===== config.mk =====
export PLATFORM = sky130hd
export DESIGN_NAME = wb_arbiter
export DESIGN_NICKNAME = d
export VERILOG_FILES = /design/src/rtl/wb_arbiter_pkg.sv /design/src/rtl/wb_arb_picker.sv /design/src/rtl/wb_arbiter.sv
export SDC_FILE = /design/constraint.sdc
export NUM_CORES = 1
export LEC_CHECK = 0
export CORE_ASPECT_RATIO = 0.9
export CORE_UTILIZATION = 46
export DETAILED_ROUTE_END_ITERATION = 8
export PLACE_DENSITY = 0.79
export SETUP_SLACK_MARGIN = 0.3
export SYNTH_ARGS = -nofsm -noshare
export SYNTH_HDL_FRONTEND = slang
export SYNTH_HIERARCHICAL = 1
export SYNTH_SLANG_ARGS = --single-unit

===== constraint.sdc =====
create_clock -name clk_i -period 3.38 [get_ports clk_i]
set_clock_uncertainty 0.15 [all_clocks]
set_input_delay 0.338 -clock clk_i [delete_from_list [all_inputs] [get_ports clk_i]]
set_output_delay 0.338 -clock clk_i [all_outputs]
set_load 0.02 [all_outputs]

===== src/rtl/wb_arbiter_pkg.sv =====
// rtl/wb_arbiter_pkg.sv - shared constants and types for the writeback arbiter
package wb_arbiter_pkg;

  localparam int WB_ARB_MODE_FIXED = 0;
  localparam int WB_ARB_MODE_RR    = 1;

  localparam int WB_REG_WIDTH  = 5;
  localparam int WB_DATA_WIDTH = 32;

  // Field order matches wb_ix_inf_t so wb_* can be cast into it.
  typedef struct packed {
    logic [WB_REG_WIDTH-1:0]  rd;
    logic [WB_DATA_WIDTH-1:0] data;
  } wb_req_t;

  function automatic int wb_cnt_width(input int max_wait);
    return (max_wait > 0) ? $clog2(max_wait + 1) : 1;
  endfunction

endpackage


===== src/rtl/wb_arb_picker.sv =====
// rtl/wb_arb_picker.sv - combinational one-of-N picker: urgent first, then fixed or round-robin
module wb_arb_picker
  import wb_arbiter_pkg::*;
#(
  parameter  int NUM_PIPES = 4,
  parameter  int ARB_MODE  = WB_ARB_MODE_FIXED,
  localparam int IW        = $clog2(NUM_PIPES)
) (
  input  logic [NUM_PIPES-1:0] req_i,
  input  logic [NUM_PIPES-1:0] urgent_i,
  input  logic [IW-1:0]        rr_ptr_i,
  output logic [NUM_PIPES-1:0] grant_o,
  output logic [IW-1:0]        grant_idx_o,
  output logic                 grant_valid_o
);

  logic [NUM_PIPES-1:0] urgent_req;

  assign urgent_req = urgent_i & req_i;

  function automatic logic [IW-1:0] rr_idx(input logic [IW-1:0] ptr, input int k);
    int s;
    s = int'(ptr) + k;
    if (s >= NUM_PIPES) s = s - NUM_PIPES;
    return IW'(s);
  endfunction

  // Loops run downwards so the last hit (the lowest position) wins.
  always_comb begin
    grant_o       = '0;
    grant_idx_o   = '0;
    grant_valid_o = 1'b0;
    if (|urgent_req) begin
      for (int i = NUM_PIPES - 1; i >= 0; i--) begin
        if (urgent_req[i]) grant_idx_o = IW'(i);
      end
      grant_valid_o = 1'b1;
    end else if (ARB_MODE == WB_ARB_MODE_RR) begin
      for (int k = NUM_PIPES - 1; k >= 0; k--) begin
        if (req_i[rr_idx(rr_ptr_i, k)]) grant_idx_o = rr_idx(rr_ptr_i, k);
      end
      grant_valid_o = |req_i;
    end else begin
      for (int i = NUM_PIPES - 1; i >= 0; i--) begin
        if (req_i[i]) grant_idx_o = IW'(i);
      end
      grant_valid_o = |req_i;
    end
    if (grant_valid_o) grant_o[grant_idx_o] = 1'b1;
  end

endmodule


===== src/rtl/wb_arbiter.sv =====
// rtl/wb_arbiter.sv - N-pipe writeback arbiter with one-entry buffers, aging and registered write port
module wb_arbiter
  import wb_arbiter_pkg::*;
#(
  parameter  int NUM_PIPES  = 4,
  parameter  int DATA_WIDTH = WB_DATA_WIDTH,
  parameter  int REG_WIDTH  = WB_REG_WIDTH,
  parameter  int ARB_MODE   = WB_ARB_MODE_FIXED,
  parameter  int MAX_WAIT   = 8,
  localparam int IW         = $clog2(NUM_PIPES),
  localparam int CW         = wb_cnt_width(MAX_WAIT)
) (
  input  logic                            clk_i,
  input  logic                            rst_i,
  input  logic [NUM_PIPES-1:0]            in_valid_i,
  output logic [NUM_PIPES-1:0]            in_ready_o,
  input  logic [NUM_PIPES*REG_WIDTH-1:0]  in_rd_i,
  input  logic [NUM_PIPES*DATA_WIDTH-1:0] in_data_i,
  output logic                            wb_wr_en_o,
  output logic [REG_WIDTH-1:0]            wb_rd_o,
  output logic [DATA_WIDTH-1:0]           wb_wr_data_o,
  output logic [IW-1:0]                   wb_pipe_id_o,
  output logic                            busy_o
);

  typedef struct packed {
    logic [REG_WIDTH-1:0]  rd;
    logic [DATA_WIDTH-1:0] data;
  } req_t;

  logic [NUM_PIPES-1:0]  buf_valid_q, buf_valid_d;
  req_t                  buf_q [NUM_PIPES];
  req_t                  buf_d [NUM_PIPES];
  logic [CW-1:0]         wait_q [NUM_PIPES];
  logic [CW-1:0]         wait_d [NUM_PIPES];
  logic [IW-1:0]         rr_ptr_q, rr_ptr_d;
  logic                  wb_wr_en_q, wb_wr_en_d;
  logic [REG_WIDTH-1:0]  wb_rd_q, wb_rd_d;
  logic [DATA_WIDTH-1:0] wb_wr_data_q, wb_wr_data_d;
  logic [IW-1:0]         wb_pipe_id_q, wb_pipe_id_d;

  logic [NUM_PIPES-1:0]  urgent;
  logic [NUM_PIPES-1:0]  grant;
  logic [NUM_PIPES-1:0]  accept;
  logic [IW-1:0]         grant_idx;
  logic                  grant_valid;

  always_comb begin
    urgent = '0;
    for (int i = 0; i < NUM_PIPES; i++) begin
      urgent[i] = (MAX_WAIT > 0) && buf_valid_q[i] && (wait_q[i] == CW'(MAX_WAIT));
    end
  end

  wb_arb_picker #(
    .NUM_PIPES (NUM_PIPES),
    .ARB_MODE  (ARB_MODE)
  ) u_picker (
    .req_i         (buf_valid_q),
    .urgent_i      (urgent),
    .rr_ptr_i      (rr_ptr_q),
    .grant_o       (grant),
    .grant_idx_o   (grant_idx),
    .grant_valid_o (grant_valid)
  );

  // A buffer being drained this cycle can take a new result at the same edge.
  assign in_ready_o = ~buf_valid_q | grant;
  assign accept     = in_valid_i & in_ready_o;
  assign busy_o     = |buf_valid_q;

  always_comb begin
    for (int i = 0; i < NUM_PIPES; i++) begin
      buf_valid_d[i] = buf_valid_q[i];
      buf_d[i]       = buf_q[i];
      wait_d[i]      = '0;
      if (accept[i]) begin
        buf_valid_d[i]  = 1'b1;
        buf_d[i].rd     = in_rd_i[i*REG_WIDTH +: REG_WIDTH];
        buf_d[i].data   = in_data_i[i*DATA_WIDTH +: DATA_WIDTH];
      end else if (grant[i]) begin
        buf_valid_d[i] = 1'b0;
      end else if (buf_valid_q[i]) begin
        wait_d[i] = (wait_q[i] == CW'(MAX_WAIT)) ? wait_q[i] : wait_q[i] + CW'(1);
      end
    end
  end

  always_comb begin
    rr_ptr_d     = rr_ptr_q;
    wb_wr_en_d   = 1'b0;
    wb_rd_d      = wb_rd_q;
    wb_wr_data_d = wb_wr_data_q;
    wb_pipe_id_d = wb_pipe_id_q;
    if (grant_valid) begin
      rr_ptr_d     = (int'(grant_idx) == NUM_PIPES - 1) ? '0 : grant_idx + IW'(1);
      wb_wr_en_d   = (buf_q[grant_idx].rd != '0);
      wb_rd_d      = buf_q[grant_idx].rd;
      wb_wr_data_d = buf_q[grant_idx].data;
      wb_pipe_id_d = grant_idx;
    end
  end

  always_ff @(posedge clk_i) begin
    if (rst_i) begin
      buf_valid_q  <= '0;
      rr_ptr_q     <= '0;
      wb_wr_en_q   <= 1'b0;
      wb_rd_q      <= '0;
      wb_wr_data_q <= '0;
      wb_pipe_id_q <= '0;
      for (int i = 0; i < NUM_PIPES; i++) begin
        buf_q[i]  <= '0;
        wait_q[i] <= '0;
      end
    end else begin
      buf_valid_q  <= buf_valid_d;
      rr_ptr_q     <= rr_ptr_d;
      wb_wr_en_q   <= wb_wr_en_d;
      wb_rd_q      <= wb_rd_d;
      wb_wr_data_q <= wb_wr_data_d;
      wb_pipe_id_q <= wb_pipe_id_d;
      for (int i = 0; i < NUM_PIPES; i++) begin
        buf_q[i]  <= buf_d[i];
        wait_q[i] <= wait_d[i];
      end
    end
  end

  assign wb_wr_en_o   = wb_wr_en_q;
  assign wb_rd_o      = wb_rd_q;
  assign wb_wr_data_o = wb_wr_data_q;
  assign wb_pipe_id_o = wb_pipe_id_q;

endmodule

==> metrics.yaml, run 1 <==
finish:
  n_antenna_cell: 0
  final_area_um2: 12300
  area_growth_pct: 38.1
  drive_gt1_share_pct: 17.0
  final_util_pct: 65.8
  layout_common_cells: "clkdlybuf4s50_1 (193), and2_1 (148), edfxtp_1 (148)"
  layout.nets: 1040
  layout_commonest_cell: "clkdlybuf4s50_1"
  final_cells: 1140
  fillers: 1386
detailed_routing:
  via_per_inst: 5.09
  firstDrtPassIters: 4
  drc_errors: 0
  wire_per_inst_um: 19.5
  drt_iter0_markers: 320
  wl_mm: 22.3
  vias: 5801
  ant_nets: 0
clocking:
  cts_tree: "built"
  cts_max_level: 1
  cts_root_buffer: "clkbuf_16"
  cts_made_buffers: 23
  cts_sinks: 208
  path_clk_slew_ns: 0.06
  ctsHoldBuffers: 0
  clk_latency_ns: 0.51
  clockBufferDepth: 3
sta:
  finalHoldViolations: 0
  slew_headroom_pct: 55.9
  max_freq_ghz: 0.320
  finalMaxSlewViolations: 0
  post-route-min-period_ns: 3.13
  finalCritPeriodShare_pct: 92.6
  finalSetupTns_ns: 0
  rsz0062_at_grt: "yes"
  finalSetupViolCount: 0
  worst_pin_slew_ns: 0.660
  fin_ws_ns: 0.251
  fin_hold_ws_ns: 0.287
placed_design:
  place_ws_ns: 0.0671
  post_dp_cell_area_um2: 11200
  port_buffers: 198
  gp_congestion: 0.835
  place_hpwl_mm: 13.8
  dp_cells: 1073
floorplanning:
  core.rowCount: 47
  dieArea_um2: 19900
  coreArea_um2: 18700
  pin_count: 199
  start_util_pct: 47.6
  die_x_um: 149
  die_y_um: 134
setup_path:
  ff2ff_setup_slack_ns: 0.33
  worst_setup_path_start_kind: "flip-flop"
  cp-end-kind: "primary output"
  worst_ep_required_time_ns: 2.89
  arrival_ns: 2.64
  crit_type: "flip-flop to primary output"
  cp_max_fo: 4
  r2r-end: "wb_wr_en_o$_SDFF_PP0_"
  worst_r2r_path_depth: 14
  r2r-start: "wait_q[1][0]$_SDFFE_PP0P_"
min_path:
  hold_depth: 3
  holdPathEnd: "wb_wr_data_o[18]$_SDFFE_PP0P_"
  min_from: "rst_i"
  min_path_type: "primary input to flip-flop"
global_routing:
  grt_max_degree: 38
  grt_pass1_vias: 6144
  grt_overflow: 0
  grt_pass1_wl_mm: 33.6
  track_usage_pct: 22.4
  grt_antenna_before_repair: 0
power:
  power_density_nw_per_um2: 522
  ir_worst_vdd_mv: 0.362
  finalPower_mw: 6.42
  p_leak_nw: 4.80
synthesis:
  synthCells: 643
  syn_avg_cell_area_um2: 13.9
  syn_area_um2: 8910
  ys_warn_count: 6
  syn_nets: 805
status:
  status: "complete, no violations"
job:
  maxCapViolations: 0
==> worst max-delay path by stage <==
stage               depth (start not counted)                 startpoint                       endpoint
finish                                     12  wait_q[1][0]$_SDFFE_PP0P_                  in_ready_o[1]
global placement                           11  wait_q[2][0]$_SDFFE_PP0P_                  in_ready_o[1]
global route                               12  wait_q[1][0]$_SDFFE_PP0P_                  in_ready_o[1]
CTS                                        12  wait_q[3][0]$_SDFFE_PP0P_                  in_ready_o[1]
detailed placement                         11  wait_q[3][0]$_SDFFE_PP0P_  wb_wr_data_o[31]$_SDFFE_PP0P_
floorplan                                  10  wait_q[2][0]$_SDFFE_PP0P_      buf_q[3][0]$_SDFFCE_PN0P_
==> state kept, by name, summed over array words and instances (netlist names) <==
register	count
buf_q	148
wb_wr_data_o	32
wait_q	16
wb_rd_o	5
buf_valid_q	4
wb_pipe_id_o	2
wb_wr_en_o	1
==> power by group <==
part / switching [mW] / internal (mW) / total (mW) / leakage, nW
registers: 0.0824 / 2.96 / 3.05 / 2.10
clock network: 0.974 / 1.36 / 2.33 / 0.343
logic: 0.477 / 0.567 / 1.04 / 2.35
total: 1.53 / 4.89 / 6.42 / 4.80
==> final cells by class <==
class	instances	area, µm²	area share (%)
timing repair buffer	241	2390	19.4
multi-input combinational	386	3180	25.8
clock inverter	9	75.1	0.610
tap	245	307	2.49
inverter	18	70.1	0.570
clock buffer	33	623	5.07
sequential	208	5660	46.0
==> routing by layer <==
metal	up-vias	track usage [%]	part of all wire, %	routed length (µm)
li1	2742	-	-	-
met1	2818	28.6	42	9300
met2	204	38.5	50	11100
met3	37	4.46	6.1	1360
met4	0	6.76	2.3	520
met5	-	0	0	0
==> worst max-delay path: stages, from the launching register on <==
cell	delay, ns
dfxtp_4	0.35
inv_1	0.06
ha_2	0.17
nand3b_1	0.16
nor2_4	0.19
a22oi_2	0.10
o21a_1	0.22
a211oi_4	0.21
buf_4	0.16
nor3b_2	0.21
nor2b_2	0.12
inv_2	0.08
buf_6	0.11
==> what timing repair did <==
item	CTS	global route
cloned	0	1
gates resized for setup	21	50
pin swaps	3	8
setup endpoints to repair	219	215
setup buffers	8	16
No activity file was read; power rests on OpenSTA's default activity.
==> run 2: changes to the inputs <==
--- a/config.mk
+++ b/config.mk
@@ -8,6 +8,7 @@
 export CORE_ASPECT_RATIO = 0.9
 export CORE_UTILIZATION = 46
 export DETAILED_ROUTE_END_ITERATION = 8
+export HOLD_SLACK_MARGIN = 0.05
 export PLACE_DENSITY = 0.79
 export SETUP_SLACK_MARGIN = 0.3
 export SYNTH_ARGS = -nofsm -noshare
==> results of run 2 <==
The final DEF is identical to that of run 1; final timing and power are the same.
==> run 3: changes to the inputs <==
--- a/config.mk
+++ b/config.mk
@@ -8,10 +8,10 @@
 export CORE_ASPECT_RATIO = 0.9
 export CORE_UTILIZATION = 46
 export DETAILED_ROUTE_END_ITERATION = 8
-export HOLD_SLACK_MARGIN = 0.05
 export PLACE_DENSITY = 0.79
 export SETUP_SLACK_MARGIN = 0.3
 export SYNTH_ARGS = -nofsm -noshare
 export SYNTH_HDL_FRONTEND = slang
 export SYNTH_HIERARCHICAL = 1
 export SYNTH_SLANG_ARGS = --single-unit
+export TNS_END_PERCENT = 10
==> metrics.yaml, run 3 (synthesis results as in run 1) <==
sta:
  finalCritPeriodShare_pct: 91.2
  worst_pin_slew_ns: 0.674
  fin_ws_ns: 0.298
  finalSetupViolCount: 0
  finalSetupTns_ns: 0
  finalHoldViolations: 0
  slew_headroom_pct: 55.0
  rsz0062_at_grt: "yes"
  post-route-min-period_ns: 3.08
  max_freq_ghz: 0.324
  finalMaxSlewViolations: 0
job:
  maxCapViolations: 0
placed_design:
  place_ws_ns: 0.221
  gp_congestion: 0.816
  port_buffers: 198
  post_dp_cell_area_um2: 11300
  place_hpwl_mm: 14.5
  dp_cells: 1078
finish:
  regMostFlops: "buf_q"
  final_area_um2: 12300
  layout.nets: 1041
  final_util_pct: 65.9
  layout_common_cells: "clkdlybuf4s50_1 (193), and2_1 (149), edfxtp_1 (148)"
  drive_gt1_share_pct: 16.8
  area_growth_pct: 38.4
  largest_reg_flops: 148
  layout_commonest_cell: "clkdlybuf4s50_1"
  n_antenna_cell: 0
  final_cells: 1140
detailed_routing:
  via_per_inst: 5.09
  wl_mm: 22.1
  wire_per_inst_um: 19.3
  drt_iter0_markers: 351
  ant_nets: 0
  firstDrtPassIters: 6
  drc_errors: 0
  vias: 5805
global_routing:
  grt_pass1_wl_mm: 33.2
  grt_overflow: 0
  grt_antenna_before_repair: 0
  track_usage_pct: 22.2
  grt_max_degree: 38
  grt_pass1_vias: 5990
floorplanning:
  start_util_pct: 47.6
  dieArea_um2: 19900
  die_y_um: 134
  pin_count: 199
  coreArea_um2: 18700
  core.rowCount: 47
  die_x_um: 149
clocking:
  clk_latency_ns: 0.50
  path_clk_slew_ns: 0.06
  clockBufferDepth: 3
  cts_root_buffer: "clkbuf_16"
  cts_tree: "built"
  cts_max_level: 1
  cts_sinks: 208
  cts_made_buffers: 22
  ctsHoldBuffers: 0
setup_path:
  max_stage_delay_ns: 0.34
  arrival_ns: 2.59
  ff2ff_setup_slack_ns: 0.34
  cp_max_fo: 5
  cpMostUsedCell: "buf_4"
  cp-end-kind: "primary output"
  worst_r2r_path_depth: 17
  r2r-start: "wait_q[2][0]$_SDFFE_PP0P_"
  cp_slowest_cell: "dfxtp_2"
  worst_setup_path_start_kind: "flip-flop"
  crit_family: "buffers and inverters"
  r2r-end: "wb_wr_en_o$_SDFF_PP0_"
  crit_path_cell_trace: "inv_1 > ha_1 > nand3b_1 > nor2_2 > o21ai_1 > a222oi_1 > buf_4 > buf_4 > nor3b_2 > nor2b_1 > inv_1 > buf_4"
  worst_ep_required_time_ns: 2.89
  timing.critical_path.buf_inv: 5
  crit_type: "flip-flop to primary output"
min_path:
  min_from: "rst_i"
  hold_depth: 2
  holdPathEnd: "buf_valid_q[2]$_SDFFE_PP0P_"
  min_path_type: "primary input to flip-flop"
power:
  ir_worst_vdd_mv: 0.330
  power_density_nw_per_um2: 531
  p_leak_nw: 4.83
status:
  status: "complete, no violations"
## run 3: through the flow
step	power, mW	hold slack (ns)
detailed placement	4.09	0.332
CTS	6.55	0.104
finish	6.55	0.121
floorplan	3.60	0.309
global route	6.77	0.112
global placement	4.06	0.323
## run 3: cell type report
cell class	count	area, µm²
Multi-Input combinational cell	385	3120
Inverter	18	67.6
Fill cell	1380	6370
Sequential cell	208	5650
Timing Repair Buffer	244	2440
Clock buffer	28	603
Tap cell	245	307
Clock inverter	12	139
## run 3: repair_timing
item | 4_1_cts | 5_1_grt
buffers inserted | 14 | 6
hold endpoints to repair | 0 | 0
gates cloned | 0 | 2
endpoints found under the setup margin | 60 | 183
pin swaps | 3 | 7
resized for setup | 16 | 35
## run 3: per-layer routing
layer | track usage (%) | share of wire, % | vias to the layer above
li1 | - | - | 2747
met1 | 29.8 | 43 | 2828
met2 | 37.5 | 50 | 201
met3 | 3.88 | 5.6 | 29
met4 | 4.98 | 1.7 | 0
met5 | 0 | 0 | -
## run 3: worst max path at each step
stage | from | endpoint | slack (ns) | depth (start not counted)
floorplan | wait_q[2][0]$_SDFFE_PP0P_ | buf_q[2][0]$_SDFFCE_PN0P_ | 0.003 | 10
finish | wait_q[2][0]$_SDFFE_PP0P_ | in_ready_o[1] | 0.30 | 12
global route | wait_q[2][0]$_SDFFE_PP0P_ | in_ready_o[1] | 0.17 | 12
detailed placement | wait_q[3][0]$_SDFFE_PP0P_ | in_ready_o[2] | 0.22 | 11
CTS | wait_q[3][0]$_SDFFE_PP0P_ | in_ready_o[2] | 0.25 | 11
global placement | wait_q[3][0]$_SDFFE_PP0P_ | in_ready_o[2] | 0.31 | 11
## run 3: where the power goes
| part | leakage, nW | switching [mW] | internal, mW | total [mW] |
|---|---|---|---|---|
| Sequential | 2.10 | 0.0855 | 2.96 | 3.05 |
| Clock | 0.363 | 0.961 | 1.49 | 2.45 |
| Combinational | 2.37 | 0.476 | 0.573 | 1.05 |
## run 3: worst register-to-register path: cells and delay by family (launching register included)
kind,cells,cell delay [ns]
flops,1,0.34
compound gates,3,0.43
fa+ha+maj,1,0.16
simple gates,3,0.54
buf+inv,9,0.99
mux,1,0.33
==> RTL change 1, RTL diff (flow settings as in run 3) <==
Change the package constant `WB_DATA_WIDTH` from 32 to 16.
--- a/src/rtl/wb_arbiter_pkg.sv
+++ b/src/rtl/wb_arbiter_pkg.sv
@@ -5,7 +5,7 @@
   localparam int WB_ARB_MODE_RR    = 1;
 
   localparam int WB_REG_WIDTH  = 5;
-  localparam int WB_DATA_WIDTH = 32;
+  localparam int WB_DATA_WIDTH = 16;
 
   // Field order matches wb_ix_inf_t so wb_* can be cast into it.
   typedef struct packed {
Interface: changed (resized in_data_i and wb_wr_data_o); port bits go from 199 to 119. The function was not compared with the original's and may differ.
==> RTL change 1 against run 3 <==
Routed wire length down 37%; setup slack lost 0.10 ns; synthesized cell count decreased by 33%; largest cell class unchanged; sequential cell count down 80; first-iteration DRC count down 3.1%; hold slack gained 0.15 ns; largest power group is now the clock network; design area is 35% lower; total power decreased by 32%; count of clock-buffer cells in the layout down 6; area after synthesis down 37%.
==> RTL change 1: results <==
set metrics [dict create \
    crit_family "simple AND/OR/NAND/NOR gates" \
    top_register "buf_q" \
    firstDrtPassIters 5 \
    fmax_mhz 314 \
    h-tree-depth 4 \
    r2r_slack_ns 0.20 \
    vias_per_cell 5.24 \
    whs_path_depth 2 \
    grt-busiest-layer "met2" \
    final_cells 763 \
    grt_pass1_vias 3929 \
    antennaDiodeCount 0 \
    cp-endpoint "wb_wr_en_o$_SDFF_PP0_" \
    hold_ws_ns 0.274 \
    dp_hpwl_mm 8.85 \
    min_to "wb_rd_o[3]$_SDFFE_PP0P_" \
    ir_drop_uv 452 \
    wl_mm 13.9 \
    clock_latency_ns 0.41 \
    grt-ovfl-total 0 \
    reg2reg_depth 13 \
    maxCapViolCount 0 \
    routabilityCongestion 0.784 \
    placed_cells 701 \
    root_buffer "clkbuf_16" \
    multiInputGateArea_mm2 0.00213 \
    cp.arrival_ns 3.32 \
    grt_max_degree 28 \
    cts_made_buffers 17 \
    p_int_mw 3.42 \
    synth_fp_nets 531 \
    largest_reg_flops 84 \
    cts.path.max_buffers 2 \
    cp_max_fo 7 \
    met3_usage_pct 6.17 \
    startpoint "wait_q[3][0]$_SDFFE_PP0P_" \
    antenna_found_initial 0 \
    fillers 809 \
    worst_hold_path_type "input port to register" \
    grt_pass1_wl_mm 20.2 \
    port_buffers 118 \
    placed_area_mm2 0.00703 \
    min-delay-start "rst_i" \
    yosys_warnings 6 \
    fin_nets 692 \
    grtUsageMet1_pct 26.0 \
    use_met2_pct 38.0 \
    syn_avg_cell_area_um2 13.0 \
    status "completed" \
    drive_above_1_share_pct 20.9 \
    post-place-ws_ns 0.0480 \
    crit_slowest_cell "mux4_2" \
    p_leak_nw 3.17 \
    drt_iter0_markers 340 \
    path_clk_slew_ns 0.06 \
    slowest_delay_ns 0.54 \
    grt.total_usage_pct 21.7 \
    slew_headroom_pct 48.2 \
]
-- RTL change 1: routing by layer --
layer | part of all wire [%] | wire, um
met1 | 40 | 5570
met2 | 52 | 7170
met3 | 6.9 | 960
met4 | 1.4 | 197
met5 | 0 | 0
-- RTL change 1: area by class of cell --
cell class,instances,share of cell area (%)
sequential,128,42.8
multi-input combinational,267,26.7
timing repair buffer,162,19.5
clock buffer,22,5.69
tap,156,2.45
clock inverter,10,2.02
inverter,18,0.847
-- RTL change 1: power by group through the flow --
stage	logic, mW	clock network [mW]	registers, mW
2_1_floorplan	0.291	0	1.91
3_3_place_gp	0.581	0	1.89
3_5_place_dp	0.595	0	1.89
4_1_cts	0.616	1.91	1.86
5_1_grt	0.711	1.98	1.87
6_report	0.672	1.91	1.86
-- RTL change 1: repair_timing --
item                                   in CTS  in global routing
gates resized for setup                    16                 41
setup buffers                              10                 19
setup endpoints to repair                  67                 70
pin swaps                                   2                 11
cloned                                      0                  1
endpoints found under the hold margin       0                  0
==> RTL change 2, RTL diff (config.mk and constraints of run 3) <==
Without the edit above. `wb_wr_data_q` no longer has a reset.
--- a/src/rtl/wb_arbiter.sv
+++ b/src/rtl/wb_arbiter.sv
@@ -107,7 +107,6 @@
       rr_ptr_q     <= '0;
       wb_wr_en_q   <= 1'b0;
       wb_rd_q      <= '0;
-      wb_wr_data_q <= '0;
       wb_pipe_id_q <= '0;
       for (int i = 0; i < NUM_PIPES; i++) begin
         buf_q[i]  <= '0;
@@ -118,7 +117,6 @@
       rr_ptr_q     <= rr_ptr_d;
       wb_wr_en_q   <= wb_wr_en_d;
       wb_rd_q      <= wb_rd_d;
-      wb_wr_data_q <= wb_wr_data_d;
       wb_pipe_id_q <= wb_pipe_id_d;
       for (int i = 0; i < NUM_PIPES; i++) begin
         buf_q[i]  <= buf_d[i];
@@ -127,6 +125,10 @@
     end
   end
 
+  always_ff @(posedge clk_i) begin
+    wb_wr_data_q <= wb_wr_data_d;
+  end
+
   assign wb_wr_en_o   = wb_wr_en_q;
   assign wb_rd_o      = wb_rd_q;
   assign wb_wr_data_o = wb_wr_data_q;
Check against the original RTL: differs if rst_i is asserted again (counterexample within 4 cycles, from zero or initial values and one cycle with rst_i high); with rst_i held inactive, the same outputs for 4 cycles.
==> RTL change 2 against run 3 <==
Cell count is 7.4% lower; area after synthesis is 1.7% lower; setup slack lost 0.17 ns; critical path type unchanged; sequential cell count is the same; total power is 1.6% higher; routed wire length decreased by 3.0%; design area fell by 1.3%; non-clock buffer count shrank 3; highest routed layer unchanged; largest cell class unchanged.
==> RTL change 2: results <==
set metrics [dict create \
    hold_ws_ns 0.345 \
    r2r_start "wait_q[1][1]$_SDFFE_PP0P_" \
    placed_area_mm2 0.0111 \
    grt_max_degree 41 \
    path_clk_slew_ns 0.06 \
    placed_cells 990 \
    reg2reg_depth 12 \
    grt_pass1_wl_mm 32.1 \
    clock_latency_ns 0.50 \
    cp.arrival_ns 2.77 \
    synth_fp_nets 715 \
    drt-met1-wl_mm 8.26 \
    min_to "buf_q[1][28]$_SDFFCE_PN0P_" \
    setup.worst_path.class "register to output port" \
    wl_met2_mm 11.2 \
    cts_setup_buffers 9 \
    fin_nets 957 \
    grtUsageMet1_pct 26.3 \
    p_leak_nw 4.63 \
    dp_hpwl_mm 13.3 \
    tightest_slew_ns 1.08 \
    cp-endpoint "in_ready_o[0]" \
    min-delay-start "in_data_i[60]" \
    firstDrtPassIters 4 \
    grt.total_usage_pct 22.0 \
    r2r_slack_ns 0.18 \
    ir_drop_uv 272 \
    post-place-ws_ns 0.0459 \
    met3_usage_pct 3.66 \
    vias_per_cell 5.12 \
    wl_per_cell_um 20.3 \
    use_met2_pct 40.3 \
    grt_pass1_vias 5768 \
    cp_max_fo 4 \
    postCtsResizedCells 24 \
    wl_met3_mm 1.42 \
    routabilityCongestion 0.814 \
    syn_avg_cell_area_um2 15.8 \
    via_count 5407 \
    status "completed" \
    drive_above_1_share_pct 19.0 \
    drt_iter0_markers 332 \
]
[RTL change 2: layout make-up]
cell class | instances | area, um2
Fill cell | 1324 | 6350
Multi-Input combinational cell | 304 | 2690
Clock inverter | 15 | 149
Inverter | 18 | 67.6
Sequential cell | 208 | 5980
Timing Repair Buffer | 241 | 2400
Tap cell | 245 | 307
Clock buffer | 25 | 583
[RTL change 2: power breakdown]
part | internal [mW] | total (mW) | leakage, nW | switching [mW]
clock network | 1.47 | 2.43 | 0.364 | 0.968
registers | 3.08 | 3.16 | 2.19 | 0.0830
logic | 0.570 | 1.06 | 2.08 | 0.487
[RTL change 2: worst max-delay path: cells and delay by family (launching register included)]
| family | cells | cell delay (ns) |
|---|---|---|
| DFF | 1 | 0.33 |
| and+or+nand+nor | 4 | 0.65 |
| buffers and inverters | 4 | 0.52 |
| AOI/OAI and AO/OA | 3 | 0.63 |
| adders and majority gates | 1 | 0.13 |
